**src/rtl/cache_bus_pkg.sv**
```systemverilog
// Shared types and constants for the L1 cache <-> memory bus arbiter.
package cache_bus_pkg;

   typedef enum logic [1:0] {
      IDLE  = 2'd0,
      REQ   = 2'd1,
      BURST = 2'd2
   } arb_state_e;

   localparam int WORDSIZE_DEF = 64;
   localparam int TAGW_DEF     = 13;
   localparam int BEATS_DEF    = 8;

   localparam int CLIENT_I = 0;
   localparam int CLIENT_D = 1;

   // MSB of a request tag marks a read; every fill issued here is a read.
   localparam int READ_TAG_BIT = TAGW_DEF - 1;

   function automatic logic [1:0] client_onehot(input logic client);
      return client ? 2'b10 : 2'b01;
   endfunction

endpackage

```
**src/rtl/cache_mem_arbiter_rr.sv**
```systemverilog
// Two-way round-robin pick: a sole requester wins, on a tie the client
// that was not granted last time wins.
module rr_arbiter2
   import cache_bus_pkg::*;
(
   input  logic [1:0] req,
   input  logic       last,
   output logic [1:0] grant,
   output logic       win
);

   // Winner selection and one-hot grant.
   always_comb begin
      win   = 1'b0;
      grant = 2'b00;
      if (req == 2'b11) begin
         win = ~last;
      end else if (req[CLIENT_D]) begin
         win = 1'b1;
      end
      if (|req) begin
         grant = client_onehot(win);
      end
   end

endmodule

```
**src/rtl/cache_mem_arbiter.sv**
```systemverilog
// Arbitrates the I-cache and D-cache onto one memory bus: one line-fill
// request at a time, response burst steered back to the owning cache.
module cache_mem_arbiter
   import cache_bus_pkg::*;
#(
   parameter int WORDSIZE = WORDSIZE_DEF,
   parameter int TAGW     = TAGW_DEF,
   parameter int BEATS    = BEATS_DEF
) (
   input  logic                     clk,
   input  logic                     reset,
   input  logic [1:0]               c_reqcyc,
   input  logic [1:0][WORDSIZE-1:0] c_req,
   input  logic [1:0][TAGW-1:0]     c_reqtag,
   output logic [1:0]               c_reqack,
   output logic [1:0]               c_respcyc,
   output logic [WORDSIZE-1:0]      c_resp,
   output logic [TAGW-1:0]          c_resptag,
   input  logic [1:0]               c_respack,
   output logic                     bus_reqcyc,
   output logic [WORDSIZE-1:0]      bus_req,
   output logic [TAGW-1:0]          bus_reqtag,
   input  logic                     bus_reqack,
   input  logic                     bus_respcyc,
   input  logic [WORDSIZE-1:0]      bus_resp,
   input  logic [TAGW-1:0]          bus_resptag,
   output logic                     bus_respack
);

   localparam int CNT_W = $clog2(BEATS) + 1;

   arb_state_e          state_q, state_d;
   logic                owner_q, owner_d;
   logic                last_grant_q, last_grant_d;
   logic [CNT_W-1:0]    beat_q, beat_d;
   logic [1:0]          c_reqack_q, c_reqack_d;
   logic                bus_reqcyc_q, bus_reqcyc_d;
   logic [WORDSIZE-1:0] bus_req_q, bus_req_d;
   logic [TAGW-1:0]     bus_reqtag_q, bus_reqtag_d;

   logic [1:0]          arb_grant;
   logic                arb_win;
   logic                active;
   logic                beat_fire;

   rr_arbiter2 u_rr (
      .req   (c_reqcyc),
      .last  (last_grant_q),
      .grant (arb_grant),
      .win   (arb_win)
   );

   assign active = (state_q != IDLE);

   // Response steering: bus beats go straight to the owner, nothing in IDLE.
   always_comb begin
      c_respcyc   = 2'b00;
      c_resp      = '0;
      c_resptag   = '0;
      bus_respack = 1'b0;
      if (active) begin
         c_respcyc[owner_q] = bus_respcyc;
         c_resp             = bus_resp;
         c_resptag          = bus_resptag;
         bus_respack        = c_respack[owner_q];
      end
   end

   assign beat_fire = bus_respcyc & bus_respack;

   // Next-state: grant in IDLE, hold the bus request until accepted, count beats.
   always_comb begin
      state_d      = state_q;
      owner_d      = owner_q;
      last_grant_d = last_grant_q;
      beat_d       = beat_q;
      c_reqack_d   = 2'b00;
      bus_reqcyc_d = bus_reqcyc_q;
      bus_req_d    = bus_req_q;
      bus_reqtag_d = bus_reqtag_q;
      case (state_q)
         IDLE: begin
            if (|c_reqcyc) begin
               c_reqack_d   = arb_grant;
               bus_req_d    = c_req[arb_win];
               bus_reqtag_d = c_reqtag[arb_win];
               bus_reqcyc_d = 1'b1;
               owner_d      = arb_win;
               last_grant_d = arb_win;
               beat_d       = '0;
               state_d      = REQ;
            end
         end
         REQ: begin
            if (bus_reqack) begin
               bus_reqcyc_d = 1'b0;
               state_d      = BURST;
            end
         end
         default: ;
      endcase
      // A beat can arrive while still in REQ; the final beat ends the fill either way.
      if (active && beat_fire) begin
         beat_d = beat_q + 1'b1;
         if (beat_q == CNT_W'(BEATS - 1)) begin
            state_d      = IDLE;
            bus_reqcyc_d = 1'b0;
         end
      end
   end

   // State and registered outputs, synchronous active-low reset.
   always_ff @(posedge clk) begin
      if (!reset) begin
         state_q      <= IDLE;
         owner_q      <= 1'b0;
         last_grant_q <= 1'b1;
         beat_q       <= '0;
         c_reqack_q   <= 2'b00;
         bus_reqcyc_q <= 1'b0;
         bus_req_q    <= '0;
         bus_reqtag_q <= '0;
      end else begin
         state_q      <= state_d;
         owner_q      <= owner_d;
         last_grant_q <= last_grant_d;
         beat_q       <= beat_d;
         c_reqack_q   <= c_reqack_d;
         bus_reqcyc_q <= bus_reqcyc_d;
         bus_req_q    <= bus_req_d;
         bus_reqtag_q <= bus_reqtag_d;
      end
   end

   assign c_reqack   = c_reqack_q;
   assign bus_reqcyc = bus_reqcyc_q;
   assign bus_req    = bus_req_q;
   assign bus_reqtag = bus_reqtag_q;

endmodule
```
**config.mk**
```make
export PLATFORM = sky130hd
export DESIGN_NAME = cache_mem_arbiter
export DESIGN_NICKNAME = d
export VERILOG_FILES = /design/src/rtl/cache_bus_pkg.sv /design/src/rtl/cache_mem_arbiter_rr.sv /design/src/rtl/cache_mem_arbiter.sv
export SDC_FILE = /design/constraint.sdc
export NUM_CORES = 1
export LEC_CHECK = 0
export ABC_CLOCK_PERIOD_IN_PS = 2100
export CORE_AREA = 2 2 157 159
export DETAILED_ROUTE_END_ITERATION = 16
export DIE_AREA = 0 0 159 161
export HOLD_SLACK_MARGIN = 0.08
export PLACE_DENSITY = 0.65
export SETUP_SLACK_MARGIN = 0.3
export SLEW_MARGIN = 20
export SYNTH_ARGS = -nofsm -noshare
export SYNTH_HDL_FRONTEND = slang
export SYNTH_SLANG_ARGS = --single-unit
```
**constraint.sdc**
```tcl
create_clock -name clk -period 2.1 [get_ports clk]
set_clock_uncertainty 0.1 [all_clocks]
set_input_delay 0.525 -clock clk [delete_from_list [all_inputs] [get_ports clk]]
set_output_delay 0.525 -clock clk [all_outputs]
set_load 0.05 [all_outputs]
```
Word level (Yosys, flattened, before mapping)
Cells that the tools add are included.
{"block": "totals", "input_bits": 239, "out_inout_bits": 160, "wordCells": 56, "regBits": 88}
{"block": "op_classes", "n_addsub": 1, "n_eq_ne": 3, "n_lt_le_gt_ge": 3, "mux": 28, "bitwise_logic": 3, "reduce_logical": 10}
{"op": "$mux W64", "n": 3}
{"op": "$mux W13", "n": 3}
{"op": "$mux W2", "n": 6}
{"op": "$mux W4", "n": 3}
{"op": "$mux W1", "n": 10}
{"op": "$reduce_bool A2 Y1", "n": 3}
{"op": "$add A4 B1 Y4 const B", "n": 1}
{"op": "$eq A4 B3 Y1 const B", "n": 1}
{"op": "$lt A1 B2 Y1 const B", "n": 2}
{"op": "$pmux W2 S2", "n": 1}
{"op": "$reduce_and A2 Y1", "n": 2}
{"op": "$reduce_and A3 Y1", "n": 1}
{"op": "$and A2 B2 Y2", "n": 1}
{"op": "$eq A2 B1 Y1 const B", "n": 1}
{"op": "$eq A2 B2 Y1 const B", "n": 1}
{"op": "$logic_and A1 B1 Y1", "n": 2}
{"op": "$logic_not A2 Y1", "n": 1}
{"op": "$pmux W1 S2", "n": 1}
{"op": "$reduce_or A2 Y1", "n": 1}
{"op": "$and A1 B1 Y1", "n": 1}
{"op": "$demux W1 S1", "n": 1}
{"op": "$ge A1 B1 Y1 const B", "n": 1}
{"op": "$not A1 Y1", "n": 1}

Logic depth before layout (Yosys ltp)
{"block": "depth", "depth_word": 7, "ltp_mapped": 6, "depth_no_buf": 4}

Cells and area by module
Synthesis repeated with hierarchy kept, for this count alone.
{"block": "unflattened", "hier_cells": 501, "area_unflattened_um2": 4543.1}
{"module": "cache_mem_arbiter", "cells_per_inst": 497, "instances": 1, "area_per_inst_um2": 4516.8, "seq_area_each_um2": 1761.7}
{"module": "rr_arbiter2", "cells_per_inst": 4, "instances": 1, "area_per_inst_um2": 26.3, "seq_area_each_um2": 0.0}

Worst setup path before layout
No wires, ideal clock.
{"block": "synth_path", "path_type": "flip-flop to output port", "start": "register state_q[1]", "end": "output c_resp[49]", "required_time_ps": 1475, "path_stages_with_launch": 5, "arrival_time_ps": 1590, "path_buffers": 2, "path_slack_ps": -115, "cell_sequence": "dfxtp_1 -> nor2_4 -> clkbuf_1 -> clkbuf_1 -> nor2b_1"}
{"block": "synth_between", "elab_chain_cells": 2}
{"element": "start: declaration", "line_no": "cache_mem_arbiter.sv:32", "rtl": "arb_state_e state_q, state_d;"}
{"element": "start signal: assignment", "line_no": "cache_mem_arbiter.sv:124", "rtl": "state_q <= state_d;"}
{"element": "$reduce_bool A2 Y1", "line_no": "cache_mem_arbiter.sv:53", "rtl": "assign active = (state_q != IDLE);"}
{"element": "$mux W64", "line_no": "cache_mem_arbiter.sv:61", "rtl": "if (active) begin"}
{"element": "end: declaration", "line_no": "cache_mem_arbiter.sv:17", "rtl": "output logic [WORDSIZE-1:0] c_resp,"}
No other way between the ends.

Final worst setup path
{"block": "layout_path", "start": "register state_q[0]", "end": "output c_resp[45]"}
Same word-level chain as after synthesis.

==> results.cfg <==
[status]
status = complete, no violations

[timing]
slew_violations = 0
max_freq_ghz = 0.478
period_needed_ns = 2.09
setup_viol = 0
relSlewSlack_pct = 66.1
tightest_slew_ns = 0.508
hold_ws_ns = 0.408
finalCritPeriodShare_pct = 99.7
rsz0062_at_grt = yes
hold_viol_final = 0

[logic_synthesis]
synth_adder_area_share_pct = 0.259
synth-xor-area-share_pct = 0
syn-num-nets = 737
ys_seq_elements = 88
ys_seq_area_share_pct = 36.4
muxShareOfSynthArea_pct = 16.4
synth_top_area_share_pct = 36.4
synthDistinctLibCells = 39
synth_area_per_cell_um2 = 9.73
synth-compound-area-share_pct = 25.8
synth_cells = 497
synth-edff-count = 0
yosysWarnings = 0
synthTopCellsByArea = dfxtp_1, mux2i_1, nor2b_1
async_reset_ff_share_pct = 0
synth-simple-area-share_pct = 13.1
synth_top_family_by_area = compound AO/OA/AOI/OAI gates
synth-main-ff-cell = dfxtp_1
synth.cell_area_um2 = 4840
yosysTopAreaCell = dfxtp_1

[floorplanning]
core_um2 = 24000
die_width_um = 159
rows = 57
die_h_um = 161
initial_core_util_pct = 20.2
die_area_um2 = 25600
ioPinCount = 399

[worst_setup_path]
required_ns = 1.47
path_cells = nor2_4 -> buf_12 -> buf_6 -> and2b_4 -> buf_8
end_kind = output port
startpoint_type = flip-flop
cp_slowest_cell = dfxtp_2
path_buf_inv = 3
crit_fanout = 8
critPathKind = flip-flop to output port
cpLargestDelayFamily = buffers and inverters
cpPeakStageDelay_ns = 0.33
crit_arrival_ns = 1.47

[global_routing]
grt_overflow_total = 0
antenna_found_initial = 3
grt_max_degree = 48
grt_pass1_wl_mm = 34.4
grt_use_total_pct = 17.7
grt_pass1_vias = 5776

[power]
seqPwrFrac_pct = 26.0
intPower_w = 0.00455
power_density_nw_per_um2 = 746
switching_share_pct = 41.0
leakage_nw = 4.27
irDropWorstVdd_v = 0.000330
clockPowerShare_pct = 22.1
power_switching_w = 0.00317
combPwrFrac_pct = 51.8

[routing]
ant_nets = 0
vias = 5500
wirelength_mm = 23.5
wire_per_inst_um = 18.9
drc_errors = 0
drt_iter0_markers = 182
drt_pass1_iterations = 4
routed_via_density = 4.41

[clock_network]
clock_sinks = 88
clk_latency_ns = 0.35
clockBufferDepth = 2
cts_made_buffers = 9
cts_tree = built
cts_root_buffer = clkbuf_16
htreeDepth = 3
clk_pin_slew_ns = 0.07

[cells_and_area]
drive_gt1_share_pct = 38.4
layout.nets = 1156
fin_util_pct = 43.1
area_growth_pct = 114

[min_path]
hold_path.class = flip-flop to flip-flop

[place]
gp_congestion = 0.842
portBuffers = 398
dp_hpwl_mm = 18.0

[job]
max_cap_violations = 0
area by class of cell:
class	instances	area, um^2
clock buffer	11	243
tap	324	405
multi-input combinational	356	3120
sequential	88	1770
fill	2339	13600
antenna	1	2.50
inverter	2	8.76
timing repair buffer	459	4730
clock inverter	5	63.8
metal layers:
layer | track usage (%) | share of wire (%) | vias to the layer above
met5 | 0 | 0.051 | -
met4 | 7.85 | 4.2 | 2
met3 | 6.63 | 7.9 | 34
met2 | 33.9 | 54 | 250
met1 | 16.7 | 34 | 2558
li1 | - | - | 2656
metrics by stage:
| step | cells | instance area, um^2 | worst slack, ns | setup TNS [ns] | total power [W] |
|---|---|---|---|---|---|
| after global routing | 1246 | 10300 | -0.0569 | -1.38 | 0.00805 |
| after floorplan | 497 | 5080 | 0.175 | 0 | 0.00426 |
| after detailed placement | 1208 | 9300 | -0.141 | -6.49 | 0.00570 |
| final | 1246 | 10300 | 0.00728 | 0 | 0.00771 |
| after global placement | 1208 | 9300 | -0.113 | -4.52 | 0.00568 |
| after CTS | 1243 | 10300 | -0.000392 | -0.000392 | 0.00778 |
cell usage after synthesis, types with 4 or more instances:
cell and number:
nor2b_1 69, dfxtp_1 88, nor2_1 4, buf_4 4, a21oi_1 72, a211oi_1 57, buf_12 8, a211oi_2 20
and2b_1 10, nand2_1 6, o21ai_0 4, mux2i_1 78, buf_2 9, clkbuf_1 24, a21oi_2 10
placed cells by master, fill, tap and decap left out, types with 10 or more instances in the layout:
cell,synthesis,final
clkdlybuf4s50_1,0,224
buf_4,4,136
dfxtp_1,88,86
mux2i_1,78,77
a21oi_1,72,72
a211oi_1,57,57
nor2b_4,0,40
nor2b_2,0,27
buf_6,3,27
buf_8,1,25
buf_12,8,24
a211oi_2,20,20
dlygate4sd2_1,0,14
a21oi_2,10,10
clkbuf_16,0,10
cells by family (layout without fill, tap and decap cells):
kind of cell               Yosys count  after routing
DFF                                 88             88
and+or+nand+nor                    102            102
other                                0              1
AOI/OAI and AO/OA                  174            174
buffers and inverters               53            477
muxes                               79             79
adders and majority gates            1              1
worst register-to-register path: cells and delay by family (launching register included):
| kind | cells | cell delay (ns) |
|---|---|---|
| AO/OA/AOI/OAI | 2 | 0.36 |
| buffers and inverters | 3 | 0.77 |
| flip-flops | 1 | 0.33 |
final timing paths:
| path | start | end | slack (ns) | cells past startpoint |
|---|---|---|---|---|
| max | state_q[0]$_SDFF_PN0_ | c_resp[45] | 0.007 | 5 |
| min | beat_q[0]$_SDFFE_PN0P_ | beat_q[0]$_SDFFE_PN0P_ | 0.41 | 2 |
| max reg2reg | state_q[0]$_SDFF_PN0_ | bus_req[55]$_SDFFE_PN0P_ | 0.47 | 5 |
| min reg2reg | beat_q[0]$_SDFFE_PN0P_ | beat_q[0]$_SDFFE_PN0P_ | 0.41 | 2 |
flip-flops by register name, summed over array words and instances (netlist names):
signal        cells
state_q           2
bus_req          64
beat_q            4
bus_reqcyc        1
last_grant_q      1
bus_reqtag       13
c_reqack          2
owner_q           1
power groups by stage:
stage	clock, W	sequential, W	combinational (W)
3_5_place_dp	0	0.00204	0.00366
6_report	0.00171	0.00201	0.00400
3_3_place_gp	0	0.00205	0.00364
5_1_grt	0.00184	0.00203	0.00418
4_1_cts	0.00178	0.00201	0.00399
2_1_floorplan	0	0.00271	0.00155
repair_timing:
item,4_1_cts,5_1_grt
setup buffers,16,1
setup endpoints to repair,133,83
resized for setup,138,6
cloned,3,1
hold buffers,0,0
pin swaps,2,0
(Power assumes the default switching activity.)
